==> src/rtl/mult_div_seq_pkg.sv <==
// Shared constants for the iterative multiply/divide unit: FSM state
// encoding, operation kind and nominal latency.
package mdu_pkg;

    typedef logic [2:0] state_t;

    localparam state_t S_IDLE = 3'd0;
    localparam state_t S_MULT = 3'd1;
    localparam state_t S_DIV  = 3'd2;
    localparam state_t S_FIX  = 3'd3;
    localparam state_t S_DONE = 3'd4;

    localparam logic OP_MULT = 1'b0;
    localparam logic OP_DIV  = 1'b1;

    localparam int MDU_WIDTH = 32;
    localparam int LAT       = MDU_WIDTH + 2;

    // Start-to-done latency for an arbitrary operand width.
    function automatic int lat_for(input int width);
        return width + 2;
    endfunction

endpackage

==> src/rtl/mult_div_seq_if.sv <==
// Handshake and operand/result bundle of the multiply/divide unit.
// master: the control unit issuing operations; slave: the unit itself.
interface mult_div_seq_if #(
    parameter int WIDTH = 32
) ();
    logic             MultCtrl;
    logic             DivCtrl;
    logic             SignedOp;
    logic [WIDTH-1:0] A;
    logic [WIDTH-1:0] B;
    logic [WIDTH-1:0] HI;
    logic [WIDTH-1:0] LO;
    logic             busy;
    logic             done;
    logic             DivZero;

    modport master (
        output MultCtrl, DivCtrl, SignedOp, A, B,
        input  HI, LO, busy, done, DivZero
    );

    modport slave (
        input  MultCtrl, DivCtrl, SignedOp, A, B,
        output HI, LO, busy, done, DivZero
    );
endinterface

==> src/rtl/mult_div_seq_sign_fix.sv <==
// Two-lane conditional two's-complement negation. Used once on the
// operands (signed -> magnitude) and once on the results (magnitude ->
// signed product / quotient / remainder).
module mdu_sign_fix #(
    parameter int W0 = 33,
    parameter int W1 = 33
) (
    input  logic [W0-1:0] val0,
    input  logic          neg0,
    input  logic [W1-1:0] val1,
    input  logic          neg1,
    output logic [W0-1:0] res0,
    output logic [W1-1:0] res1
);

    // Negate each lane independently when its flag is set.
    always_comb begin
        res0 = val0;
        res1 = val1;
        if (neg0) begin
            res0 = (~val0) + W0'(1);
        end else begin
            res0 = val0;
        end
        if (neg1) begin
            res1 = (~val1) + W1'(1);
        end else begin
            res1 = val1;
        end
    end

endmodule

==> src/rtl/mult_div_seq.sv <==
// Iterative multiply/divide unit with its own sequencing FSM.
// Shift-add multiply and restoring divide, one bit per cycle, on operand
// magnitudes; the sign is restored in a single FIX cycle before HI/LO are
// written. Start-to-done latency is WIDTH+2 cycles; divide by zero
// finishes in one cycle with DivZero and leaves HI/LO untouched.
// Optional build macro MULT_EARLY_TERM_EN: a multiply leaves the iteration
// phase as soon as the remaining multiplier bits are all zero.
module mult_div_seq
    import mdu_pkg::*;
#(
    parameter int WIDTH = 32,
    parameter int CNT_W = $clog2(WIDTH + 1)
) (
    input  logic         clk,
    input  logic         reset,
    mult_div_seq_if.slave bus
);

    state_t               state_r;
    state_t               state_nx_s;
    logic                 op_r;
    logic [2*WIDTH-1:0]   acc_r;       // mult: product; div: {remainder, quotient/dividend}
    logic [2*WIDTH-1:0]   opa_r;       // mult: shifted multiplicand
    logic [WIDTH:0]       opb_r;       // mult: remaining multiplier; div: divisor
    logic [CNT_W-1:0]     cnt_r;
    logic                 neg_res_r;
    logic                 neg_rem_r;
    logic [WIDTH-1:0]     hi_r;
    logic [WIDTH-1:0]     lo_r;
    logic                 busy_r;
    logic                 done_r;
    logic                 divzero_r;

    logic                 neg_a_s;
    logic                 neg_b_s;
    logic [WIDTH:0]       mag_a_s;
    logic [WIDTH:0]       mag_b_s;
    logic                 b_nonzero_s;
    logic                 accept_s;
    logic                 start_mult_s;
    logic                 start_div_s;
    logic                 div_zero_s;
    logic                 cnt_last_s;
    logic                 mult_last_s;
    logic                 mult_skip_s;
    logic [2*WIDTH-1:0]   mult_acc_nx_s;
    logic [WIDTH:0]       div_shift_s;
    logic                 div_ge_s;
    logic [WIDTH-1:0]     div_rem_s;
    logic [2*WIDTH-1:0]   div_acc_nx_s;
    logic [2*WIDTH-1:0]   fix_val0_s;
    logic [2*WIDTH-1:0]   fix_res0_s;
    logic [WIDTH-1:0]     fix_res1_s;

    assign neg_a_s     = bus.SignedOp & bus.A[WIDTH-1];
    assign neg_b_s     = bus.SignedOp & bus.B[WIDTH-1];
    assign b_nonzero_s = (bus.B != {WIDTH{1'b0}});

    // Operand magnitudes: sign-extended to WIDTH+1 bits so INT_MIN keeps its value.
    mdu_sign_fix #(
        .W0(WIDTH + 1),
        .W1(WIDTH + 1)
    ) u_sign_in (
        .val0 ({neg_a_s, bus.A}),
        .neg0 (neg_a_s),
        .val1 ({neg_b_s, bus.B}),
        .neg1 (neg_b_s),
        .res0 (mag_a_s),
        .res1 (mag_b_s)
    );

    // Result sign restore: lane 0 is the full product or the quotient, lane 1 the remainder.
    mdu_sign_fix #(
        .W0(2 * WIDTH),
        .W1(WIDTH)
    ) u_sign_out (
        .val0 (fix_val0_s),
        .neg0 (neg_res_r),
        .val1 (acc_r[2*WIDTH-1:WIDTH]),
        .neg1 (neg_rem_r),
        .res0 (fix_res0_s),
        .res1 (fix_res1_s)
    );

    // Start decode: new operations are accepted in IDLE and in the DONE cycle.
    always_comb begin
        accept_s     = (state_r == S_IDLE) || (state_r == S_DONE);
        start_mult_s = 1'b0;
        start_div_s  = 1'b0;
        div_zero_s   = 1'b0;
        if (accept_s) begin
            start_mult_s = bus.MultCtrl;
            start_div_s  = !bus.MultCtrl && bus.DivCtrl && b_nonzero_s;
            div_zero_s   = !bus.MultCtrl && bus.DivCtrl && !b_nonzero_s;
        end else begin
            start_mult_s = 1'b0;
            start_div_s  = 1'b0;
            div_zero_s   = 1'b0;
        end
    end

    // Iteration end detection, with the optional early exit for multiply.
    always_comb begin
        cnt_last_s = (cnt_r == CNT_W'(WIDTH - 1));
`ifdef MULT_EARLY_TERM_EN
        mult_last_s = cnt_last_s || (opb_r[WIDTH:1] == {WIDTH{1'b0}});
        mult_skip_s = (mag_b_s == {(WIDTH + 1){1'b0}});
`else
        mult_last_s = cnt_last_s;
        mult_skip_s = 1'b0;
`endif
    end

    // One shift-add step and one restoring-divide step.
    always_comb begin
        mult_acc_nx_s = acc_r;
        if (opb_r[0]) begin
            mult_acc_nx_s = acc_r + opa_r;
        end else begin
            mult_acc_nx_s = acc_r;
        end
        div_shift_s = {acc_r[2*WIDTH-1:WIDTH], acc_r[WIDTH-1]};
        div_ge_s    = (div_shift_s >= opb_r);
        if (div_ge_s) begin
            div_rem_s = div_shift_s[WIDTH-1:0] - opb_r[WIDTH-1:0];
        end else begin
            div_rem_s = div_shift_s[WIDTH-1:0];
        end
        div_acc_nx_s = {div_rem_s, acc_r[WIDTH-2:0], div_ge_s};
    end

    // Lane 0 of the output fix: whole product for multiply, zero-extended quotient for divide.
    always_comb begin
        fix_val0_s = acc_r;
        if (op_r == OP_MULT) begin
            fix_val0_s = acc_r;
        end else begin
            fix_val0_s = {{WIDTH{1'b0}}, acc_r[WIDTH-1:0]};
        end
    end

    // Next-state logic of the sequencing FSM.
    always_comb begin
        state_nx_s = state_r;
        case (state_r)
            S_IDLE, S_DONE: begin
                if (start_mult_s) begin
                    state_nx_s = mult_skip_s ? S_FIX : S_MULT;
                end else if (start_div_s) begin
                    state_nx_s = S_DIV;
                end else if (div_zero_s) begin
                    state_nx_s = S_DONE;
                end else begin
                    state_nx_s = S_IDLE;
                end
            end
            S_MULT: begin
                if (mult_last_s) begin
                    state_nx_s = S_FIX;
                end else begin
                    state_nx_s = S_MULT;
                end
            end
            S_DIV: begin
                if (cnt_last_s) begin
                    state_nx_s = S_FIX;
                end else begin
                    state_nx_s = S_DIV;
                end
            end
            S_FIX:   state_nx_s = S_DONE;
            default: state_nx_s = S_IDLE;
        endcase
    end

    // State, datapath and registered status outputs.
    always_ff @(posedge clk or negedge reset) begin
        if (!reset) begin
            state_r   <= S_IDLE;
            op_r      <= OP_MULT;
            acc_r     <= {(2 * WIDTH){1'b0}};
            opa_r     <= {(2 * WIDTH){1'b0}};
            opb_r     <= {(WIDTH + 1){1'b0}};
            cnt_r     <= {CNT_W{1'b0}};
            neg_res_r <= 1'b0;
            neg_rem_r <= 1'b0;
            hi_r      <= {WIDTH{1'b0}};
            lo_r      <= {WIDTH{1'b0}};
            busy_r    <= 1'b0;
            done_r    <= 1'b0;
            divzero_r <= 1'b0;
        end else begin
            state_r   <= state_nx_s;
            busy_r    <= (state_nx_s == S_MULT) || (state_nx_s == S_DIV) ||
                         (state_nx_s == S_FIX);
            done_r    <= (state_nx_s == S_DONE);
            divzero_r <= div_zero_s;
            case (state_r)
                S_IDLE, S_DONE: begin
                    if (start_mult_s) begin
                        op_r      <= OP_MULT;
                        acc_r     <= {(2 * WIDTH){1'b0}};
                        opa_r     <= {{(WIDTH - 1){1'b0}}, mag_a_s};
                        opb_r     <= mag_b_s;
                        cnt_r     <= {CNT_W{1'b0}};
                        neg_res_r <= neg_a_s ^ neg_b_s;
                        neg_rem_r <= 1'b0;
                    end else if (start_div_s) begin
                        op_r      <= OP_DIV;
                        acc_r     <= {{WIDTH{1'b0}}, mag_a_s[WIDTH-1:0]};
                        opb_r     <= mag_b_s;
                        cnt_r     <= {CNT_W{1'b0}};
                        neg_res_r <= neg_a_s ^ neg_b_s;
                        neg_rem_r <= neg_a_s;
                    end
                end
                S_MULT: begin
                    acc_r <= mult_acc_nx_s;
                    opa_r <= {opa_r[2*WIDTH-2:0], 1'b0};
                    opb_r <= {1'b0, opb_r[WIDTH:1]};
                    cnt_r <= cnt_r + CNT_W'(1);
                end
                S_DIV: begin
                    acc_r <= div_acc_nx_s;
                    cnt_r <= cnt_r + CNT_W'(1);
                end
                S_FIX: begin
                    cnt_r <= {CNT_W{1'b0}};
                    if (op_r == OP_MULT) begin
                        hi_r <= fix_res0_s[2*WIDTH-1:WIDTH];
                        lo_r <= fix_res0_s[WIDTH-1:0];
                    end else begin
                        hi_r <= fix_res1_s;
                        lo_r <= fix_res0_s[WIDTH-1:0];
                    end
                end
                default: begin
                    cnt_r <= {CNT_W{1'b0}};
                end
            endcase
        end
    end

    assign bus.HI      = hi_r;
    assign bus.LO      = lo_r;
    assign bus.busy    = busy_r;
    assign bus.done    = done_r;
    assign bus.DivZero = divzero_r;

endmodule

==> src/flat_wrapper.sv <==
// flat-port wrapper written by rule: the top's interface ports become plain ports
module mult_div_seq_flat import mdu_pkg::*;
#(
    parameter int WIDTH = 32,
    parameter int CNT_W = $clog2(WIDTH + 1)
)
  (clk, reset, bus_MultCtrl, bus_DivCtrl, bus_SignedOp, bus_A, bus_B, bus_HI, bus_LO, bus_busy, bus_done, bus_DivZero);
  mult_div_seq_if #(.WIDTH(WIDTH)) bus_i ();
  input  logic clk;
  input  logic reset;
  input wire logic [$bits(bus_i.MultCtrl)-1:0] bus_MultCtrl;
  input wire logic [$bits(bus_i.DivCtrl)-1:0] bus_DivCtrl;
  input wire logic [$bits(bus_i.SignedOp)-1:0] bus_SignedOp;
  input wire logic [$bits(bus_i.A)-1:0] bus_A;
  input wire logic [$bits(bus_i.B)-1:0] bus_B;
  output wire logic [$bits(bus_i.HI)-1:0] bus_HI;
  output wire logic [$bits(bus_i.LO)-1:0] bus_LO;
  output wire logic [$bits(bus_i.busy)-1:0] bus_busy;
  output wire logic [$bits(bus_i.done)-1:0] bus_done;
  output wire logic [$bits(bus_i.DivZero)-1:0] bus_DivZero;
  assign bus_i.MultCtrl = bus_MultCtrl;
  assign bus_i.DivCtrl = bus_DivCtrl;
  assign bus_i.SignedOp = bus_SignedOp;
  assign bus_i.A = bus_A;
  assign bus_i.B = bus_B;
  assign bus_HI = bus_i.HI;
  assign bus_LO = bus_i.LO;
  assign bus_busy = bus_i.busy;
  assign bus_done = bus_i.done;
  assign bus_DivZero = bus_i.DivZero;
  mult_div_seq #(.WIDTH(WIDTH), .CNT_W(CNT_W)) u_core (.clk(clk), .reset(reset), .bus(bus_i));
endmodule
==> config.mk <==
export PLATFORM = sky130hd
export DESIGN_NAME = mult_div_seq_flat
export DESIGN_NICKNAME = d
export VERILOG_FILES = /design/src/rtl/mult_div_seq_pkg.sv /design/src/rtl/mult_div_seq_if.sv /design/src/rtl/mult_div_seq_sign_fix.sv /design/src/rtl/mult_div_seq.sv /design/src/flat_wrapper.sv
export SDC_FILE = /design/constraint.sdc
export NUM_CORES = 1
export LEC_CHECK = 0
export CAP_MARGIN = 5
export CORE_MARGIN = 2
export CORE_UTILIZATION = 55
export CTS_BUF_LIST = sky130_fd_sc_hd__clkbuf_8 sky130_fd_sc_hd__clkbuf_16
export CTS_CLUSTER_DIAMETER = 40
export DETAILED_ROUTE_END_ITERATION = 6
export PLACE_DENSITY = 0.72
export SLEW_MARGIN = 20
export SYNTH_ARGS = -nofsm -noshare
export SYNTH_HDL_FRONTEND = slang
export SYNTH_SLANG_ARGS = --single-unit
==> constraint.sdc <==
create_clock -name clk -period 5.8 [get_ports clk]
set_input_delay 0.58 -clock clk [delete_from_list [all_inputs] [get_ports clk]]
set_output_delay 0.58 -clock clk [all_outputs]
set_load 0.02 [all_outputs]
==> results of run 1 <==
## layer usage
layer / part of all wire, % / track usage [%] / up-vias / wire, um
met5: 0 / 0 / - / 0
met4: 4.5 / 16.2 / 0 / 2710
met3: 5.8 / 4.10 / 169 / 3470
met2: 48 / 57.3 / 702 / 28800
met1: 42 / 43.1 / 8836 / 25400
li1: - / - / 8707 / -
## logic make-up (layout without fill, tap and decap cells)
group | Yosys count | count (layout) | share of synthesized area (%)
AO/OA/AOI/OAI | 845 | 845 | 28.3
XOR/XNOR | 196 | 196 | 9.07
adder cells (fa/ha/maj) | 103 | 103 | 6.89
buffers and inverters | 221 | 302 | 4.48
flip-flops | 240 | 240 | 31.7
multiplexers | 35 | 35 | 1.90
other | 0 | 1 | 0
AND/OR/NAND/NOR | 709 | 709 | 17.6
## area by class of cell
| class | count | share of cell area, % |
|---|---|---|
| tap | 448 | 2.56 |
| clock inverter | 32 | 1.88 |
| multi-input combinational | 1888 | 55.3 |
| inverter | 76 | 1.30 |
| sequential | 240 | 27.4 |
| clock buffer | 42 | 4.74 |
| antenna | 1 | 0.0114 |
| timing repair buffer | 152 | 6.83 |
## per-stage QoR
stage	instance area, um2	setup slack, ps	utilization [%]	power [uW]
floorplan	18900	2310	-	10300
global placement	20500	1580	60.7	12900
detailed placement	20500	1510	60.7	13000
CTS	21900	1450	65.0	15700
global route	21900	1210	65.0	17000
finish	21900	1400	65.0	15900
## report_power, final
| group | switching, uW | total, uW | internal, uW |
|---|---|---|---|
| sequential | 983 | 3400 | 2410 |
| clock | 883 | 2590 | 1710 |
| combinational | 6020 | 9890 | 3880 |
| total | 7880 | 15900 | 8000 |
## how the worst min path moves through the flow
stage	endpoint	from	depth (start not counted)	slack (ps)
6_report	u_core.opb_r[13]$_DFFE_PN0P_	reset	1	10
4_1_cts	u_core.opb_r[13]$_DFFE_PN0P_	reset	1	40
3_3_place_gp	u_core.bus.HI[20]$_DFFE_PN0P_	u_core.bus.HI[20]$_DFFE_PN0P_	2	460
3_5_place_dp	u_core.bus.LO[29]$_DFFE_PN0P_	u_core.bus.LO[29]$_DFFE_PN0P_	2	470
2_1_floorplan	u_core.acc_r[0]$_DFFE_PN0P_	reset	0	280
5_1_grt	u_core.opb_r[22]$_DFFE_PN0P_	reset	1	70
## cell usage after synthesis, drive strengths merged (28+ instances only)
cell type | n | share of area (%)
ha | 101 | 6.7
a22o | 32 | 1.5
xor2 | 99 | 4.6
nor2 | 173 | 3.5
clkbuf | 135 | 2.7
nand2 | 280 | 5.6
nand4 | 37 | 1.2
dfrtp | 240 | 32
o21ai | 244 | 6.5
a22oi | 43 | 1.7
a31oi | 28 | 0.93
a21o | 65 | 2.6
a21oi | 233 | 6.2
inv | 76 | 1.5
nor3 | 47 | 1.2
xnor2 | 97 | 4.5
## state kept, by name, summed over array words and instances (netlist names), 3 cells and up
signal	count
u_core.bus.HI	32
u_core.cnt_r	6
u_core.opa_r	64
u_core.acc_r	64
u_core.opb_r	33
u_core.bus.LO	32
u_core.state_r	3
## critical path, cell delays in order (launching register included)
cell and delay [ps]:
dfrtp_1 600, ha_1 380, o211ai_2 90, a21oi_1 70, o41a_1 500, a211oi_4 390, o21ai_2 160, a211o_1 310
a221oi_4 820, buf_4 330, mux2i_1 270, o221ai_1 170, o21a_1 170
==> impl_results.md, run 1 <==
- Via total after detailed routing: 18400
- Starting density of the core: 56.2%
- Unrepaired setup endpoints after global routing: no
- GRT overflow: 0
- Gate count after technology mapping: 2349
- Number of rows in the core area: 67
- HP Class: in2async
- Total standard cell area after synthesis: 18900 um2
- Setup slack on the worst flop-to-flop path: 1400 ps
- Slew Limit Headroom: 29.3%
- Sequential Area: 6010 um2
- Number of port buffers: 135
- Ratio of final minimum period to clock period: 75.9%
- Post-layout instance count excluding filler cells: 2879
- Hold_buf cts: 0
- Core outline area: 33700 um2
- Most used cells in the layout excluding fill and tap cells: nand2_1, dfrtp_1, a21oi_1, o21ai_0, nor2_1
- Critical path arrival: 4840 ps
- Cell count after placement: 2804
- Post-synthesis net count: 2521
- Initial drt markers: 1301
- Clock Tree Buf Depth: 3
- Sequential element share of the synthesized area: 31.7%
- Routability congestion estimate from global placement: 0.962
- Result of the run: complete, no violations
- Crit end category: flop
- Wire length of the first global-routing pass: 97.1 mm
- Worst clock skew: 20.3 ps
- Least-Margin Pin Slew: 1060 ps
- Number of flops mapped to enable cells by yosys: 0
- Pleak: 0.00949 uW
- Final sum of negative setup slack: 0 ps
- Area of the die: 35900 um2
- Launch point of the critical path: u_core.acc_r[34]$_DFFE_PN0P_
- Reg-to-reg critical path endpoint: u_core.acc_r[48]$_DFFE_PN0P_
- Clock-pin slew on the worst setup and hold paths: 50 ps
- Net count reported at finish: 2571
- Layout area overhead: 15.8%
- Post-CTS Resized: 0
- DRC Markers: 0
- Total routed wirelength: 60.3 mm
- Most common flop cell mapped by yosys: dfrtp_1
- Synth Warn #: 0
- Multi-input logic area: 12100 um2
- Die height: 189 um
- Wire per inst: 21.0 um
- Async set-reset flop share out of synthesis: 100%
- Cell chosen for the clock root: clkbuf_16
- Width of the chip: 189 um
- Number of max-capacitance violations reported: 0
- Synth Register Bits: 240
- Kind of critical path: reg2reg
- Number of endpoints failing setup at the final stage: 0
- Syn Area/Cell: 8.06 um2
- Clock Sink Count: 240
- Number of top-level pins: 136
- Number of global-route vias before repair: 18200
- Hold_ws: 10.9 ps
- Worst Reg-to-Reg Cells: 12
- Critical Path RT: 6230 ps
- Slew Limit Fails: 0
- Clock tree from TritonCTS: yes
- Category of the worst setup path launch point: flop
- Clock insertion delay at the later pin of the skew report: 560 ps
- Final critical delay including setup and external delays: 4400 ps
- Most common cell after layout, fill and taps aside: nand2_1
- Power per cell area: 725 nW/um2
- Final hold violation count: 0
- Number of filler cells placed in the layout: 2940
- Antenna Nets Post-Route: 0
- Critical path fanouts, max: 18
- Startpoint of the most critical register-to-register path: u_core.acc_r[34]$_DFFE_PN0P_
- Maximum clock frequency: 0.227 GHz
- Initial antenna violation count: 0
- Inserted Clock Buffers: 41
- Number of library cell types mapped by synthesis: 86
- Maximum number of pins on one net before global-route repair: 155
- Detailed-route vias per instance: 6.40
- H-tree levels: 2
- Detailed placement HPWL: 44.0 mm
- Tot GR Track Use: 33.9%
- Fraction of layout instances using a drive strength above 1: 5.39%
- Worst setup path endpoint: u_core.acc_r[48]$_DFFE_PN0P_
- VDD IR-drop max: 0.000667 V
- First-pass DRT Iterations: 5
- Postcts setup bufs: 0
No activity file was read; power rests on OpenSTA's default activity.
==> run 2: changes to the inputs <==
PLACE_DENSITY = 0.75   (was 0.72)
clock period = 3.75 ns   (was 5.8 ns; I/O delays follow)
==> run 2 against run 1 <==
Net effect: critical path depth is 1 higher; non-clock buffer count is 68 higher; largest cell class unchanged; maximum frequency is 22% higher; hold slack better by 430 ps; via count is 2.1% higher; power is 59% higher; global-route usage is 0.14 points higher; worst setup slack worse by 1300 ps; utilization is 1.9 points higher; sequential share of layout area is 0.77 points lower; die area stayed put; clock skew is 9.5 ps higher; largest power group unchanged.
==> impl_results.md, run 2 (synthesized netlist as in run 1, its figures left out) <==
- Result of the run: complete, no violations (unchanged)
- Starting density of the core: 56.2% (unchanged)
- Ordered cell list for the critical path: ha_1 -> fa_1 -> a21o_1 -> a221o_1 -> a31oi_2 -> o211ai_1 -> buf_4 -> a31o_2 -> a31oi_1 -> nor3_1 -> or3_1 -> nand3_1 -> a21oi_1 (was ha_1 -> o211ai_2 -> a21oi_1 -> o41a_1 -> a211oi_4 -> o21ai_2 -> a211o_1 -> a221oi_4 -> buf_4 -> mux2i_1 -> o221ai_1 -> o21a_1)
- Layout area overhead: 19.2% (was 15.8%)
- Clock insertion delay at the later pin of the skew report: 580 ps (was 560 ps)
- Post-placement setup slack: 23.6 ps (was 1510 ps)
- Maximum number of pins on one net before global-route repair: 168 (was 155)
- Tot GR Track Use: 34.0% (was 33.9%)
- Antenna Nets Post-Route: 0 (unchanged)
- Cell chosen for the clock root: clkbuf_16 (unchanged)
- Clock Tree Buf Depth: 3 (unchanged)
- Number of filler cells placed in the layout: 2900 (was 2940)
- Total routed wirelength: 61.2 mm (was 60.3 mm)
- VDD IR-drop max: 0.000984 V (was 0.000667 V)
- Crit end category: flop (unchanged)
- Wire per inst: 20.8 um (was 21.0 um)
- H-tree levels: 2 (unchanged)
- Highest cell delay on the worst timing path: 420 ps (was 820 ps)
- Final critical delay including setup and external delays: 3620 ps (was 4400 ps)
- Critical-path cell with the highest stage delay: fa_1 (was a221oi_4)
- DRC Markers: 0 (unchanged)
- GRT overflow: 0 (unchanged)
- Slew Limit Fails: 0 (unchanged)
- Core outline area: 33700 um2 (unchanged)
- Fraction of layout instances using a drive strength above 1: 8.28% (was 5.39%)
- Maximum clock frequency: 0.276 GHz (was 0.227 GHz)
- Hold_ws: 442 ps (was 10.9 ps)
- Clock-pin slew on the worst setup and hold paths: 50 ps (about the same)
- First-pass DRT Iterations: 6 (was 5)
- Inserted Clock Buffers: 41 (unchanged)
- Critical path arrival: 4070 ps (was 4840 ps)
- Detailed placement HPWL: 45.2 mm (was 44.0 mm)
- Critical path fanouts, max: 4 (was 18)
- Initial drt markers: 1377 (was 1301)
- Number of top-level pins: 136 (unchanged)
- Routability congestion estimate from global placement: 0.985 (was 0.962)
- Final hold violation count: 0 (unchanged)
- Net count reported at finish: 2639 (was 2571)
- Number of endpoints failing setup at the final stage: 0 (unchanged)
- Number of max-capacitance violations reported: 0 (unchanged)
- Critical Path RT: 4190 ps (was 6230 ps)
- Wire length of the first global-routing pass: 97.1 mm (unchanged)
- Initial antenna violation count: 0 (unchanged)
- Pleak: 0.00987 uW (was 0.00949 uW)
- Detailed-route vias per instance: 6.37 (was 6.40)
- Most used cells in the layout excluding fill and tap cells: nand2_1, dfrtp_1, a21oi_1, o21ai_0, nor2_1 (unchanged)
- Power per cell area: 1120 nW/um2 (was 725 nW/um2)
- Most common cell after layout, fill and taps aside: nand2_1 (unchanged)
- Leading registers by flop count: u_core.acc_r (64), u_core.opa_r (64), u_core.opb_r (33) (unchanged)
- HP Class: in2async (unchanged)
- Final setup margin: 128 ps (was 1400 ps)
- Ratio of final minimum period to clock period: 96.6% (was 75.9%)
- Least-Margin Pin Slew: 1030 ps (was 1060 ps)
- Clock tree from TritonCTS: yes (unchanged)
- Width of the chip: 189 um (unchanged)
- Final core area utilization: 66.9% (was 65.0%)
- Number of global-route vias before repair: 18200 (about the same)
- Via total after detailed routing: 18800 (was 18400)
- Slew Limit Headroom: 31.4% (was 29.3%)
- Final sum of negative setup slack: 0 ps (unchanged)
- Area of the die: 35900 um2 (unchanged)
- Kind of critical path: reg2reg (unchanged)
- Diodes inserted: 0 (was 1)
- Unrepaired setup endpoints after global routing: no (unchanged)
- Total Power Consumption: 25200 uW (was 15900 uW)
- Die height: 189 um (unchanged)
- Number of port buffers: 135 (unchanged)
- Category of the worst setup path launch point: flop (unchanged)
- Worst clock skew: 29.9 ps (was 20.3 ps)
- Number of rows in the core area: 67 (unchanged)
- Clock Sink Count: 240 (unchanged)
run 2: cell type report:
class	instances	area (um2)	share of cell area, %
Multi-Input combinational cell	1888	12200	53.9
Sequential cell	240	6010	26.6
Timing Repair Buffer	220	2090	9.28
Clock buffer	44	1080	4.78
Tap cell	448	561	2.49
Clock inverter	32	372	1.65
Inverter	76	285	1.27
run 2: report_power, final:
part / total (uW) / switching, uW / internal, uW / leakage [uW]
clock: 3940 / 1470 / 2470 / 0.000712
combinational: 16300 / 9780 / 6520 / 0.00613
sequential: 4990 / 1260 / 3740 / 0.00302
run 2: per-layer routing:
metal | wire (um) | up-vias | GRT usage, %
met4 | 2710 | 0 | 15.9
met3 | 4090 | 186 | 5.34
li1 | - | 8824 | -
met1 | 25300 | 8993 | 42.9
met5 | 0 | - | 0
met2 | 29100 | 789 | 57.2
run 2: worst max-delay path: cells and delay by family, from the launching register on:
kind | cells | cell delay (ps)
AND/OR/NAND/NOR | 3 | 510
flip-flops | 1 | 400
buffers and inverters | 1 | 190
AO/OA/AOI/OAI | 7 | 1740
adder cells (fa/ha/maj) | 2 | 670
run 2: repair_timing:
action | in CTS | in global routing
endpoints found under the hold margin | 93 | 0
setup buffers | 0 | 1
hold buffers | 1 | 0
endpoints found under the setup margin | 0 | 26
gates resized for setup | 0 | 11
run 2: final timing paths:
| check | start | to | slack, ps | cells past startpoint |
|---|---|---|---|---|
| setup / recovery | u_core.opa_r[0]$_DFFE_PN0P_ | u_core.acc_r[26]$_DFFE_PN0P_ | 130 | 13 |
| hold / removal | reset | u_core.opb_r[6]$_DFFE_PN0P_ | 440 | 2 |
| setup reg to reg | u_core.opa_r[0]$_DFFE_PN0P_ | u_core.acc_r[26]$_DFFE_PN0P_ | 130 | 13 |
| hold reg to reg | u_core.bus.HI[13]$_DFFE_PN0P_ | u_core.bus.HI[13]$_DFFE_PN0P_ | 470 | 2 |
| max in group asynchronous | reset | u_core.opb_r[31]$_DFFE_PN0P_ | 2430 | 3 |
| min in group clk | bus_DivCtrl | u_core.bus.DivZero$_DFF_PN0_ | 470 | 3 |
run 2: metrics by stage:
stage | std cells | area (um2)
finish | 2948 | 22600
global route | 2948 | 22600
CTS | 2946 | 22500
detailed placement | 2869 | 21000
global placement | 2869 | 21000
floorplan | 2349 | 18900
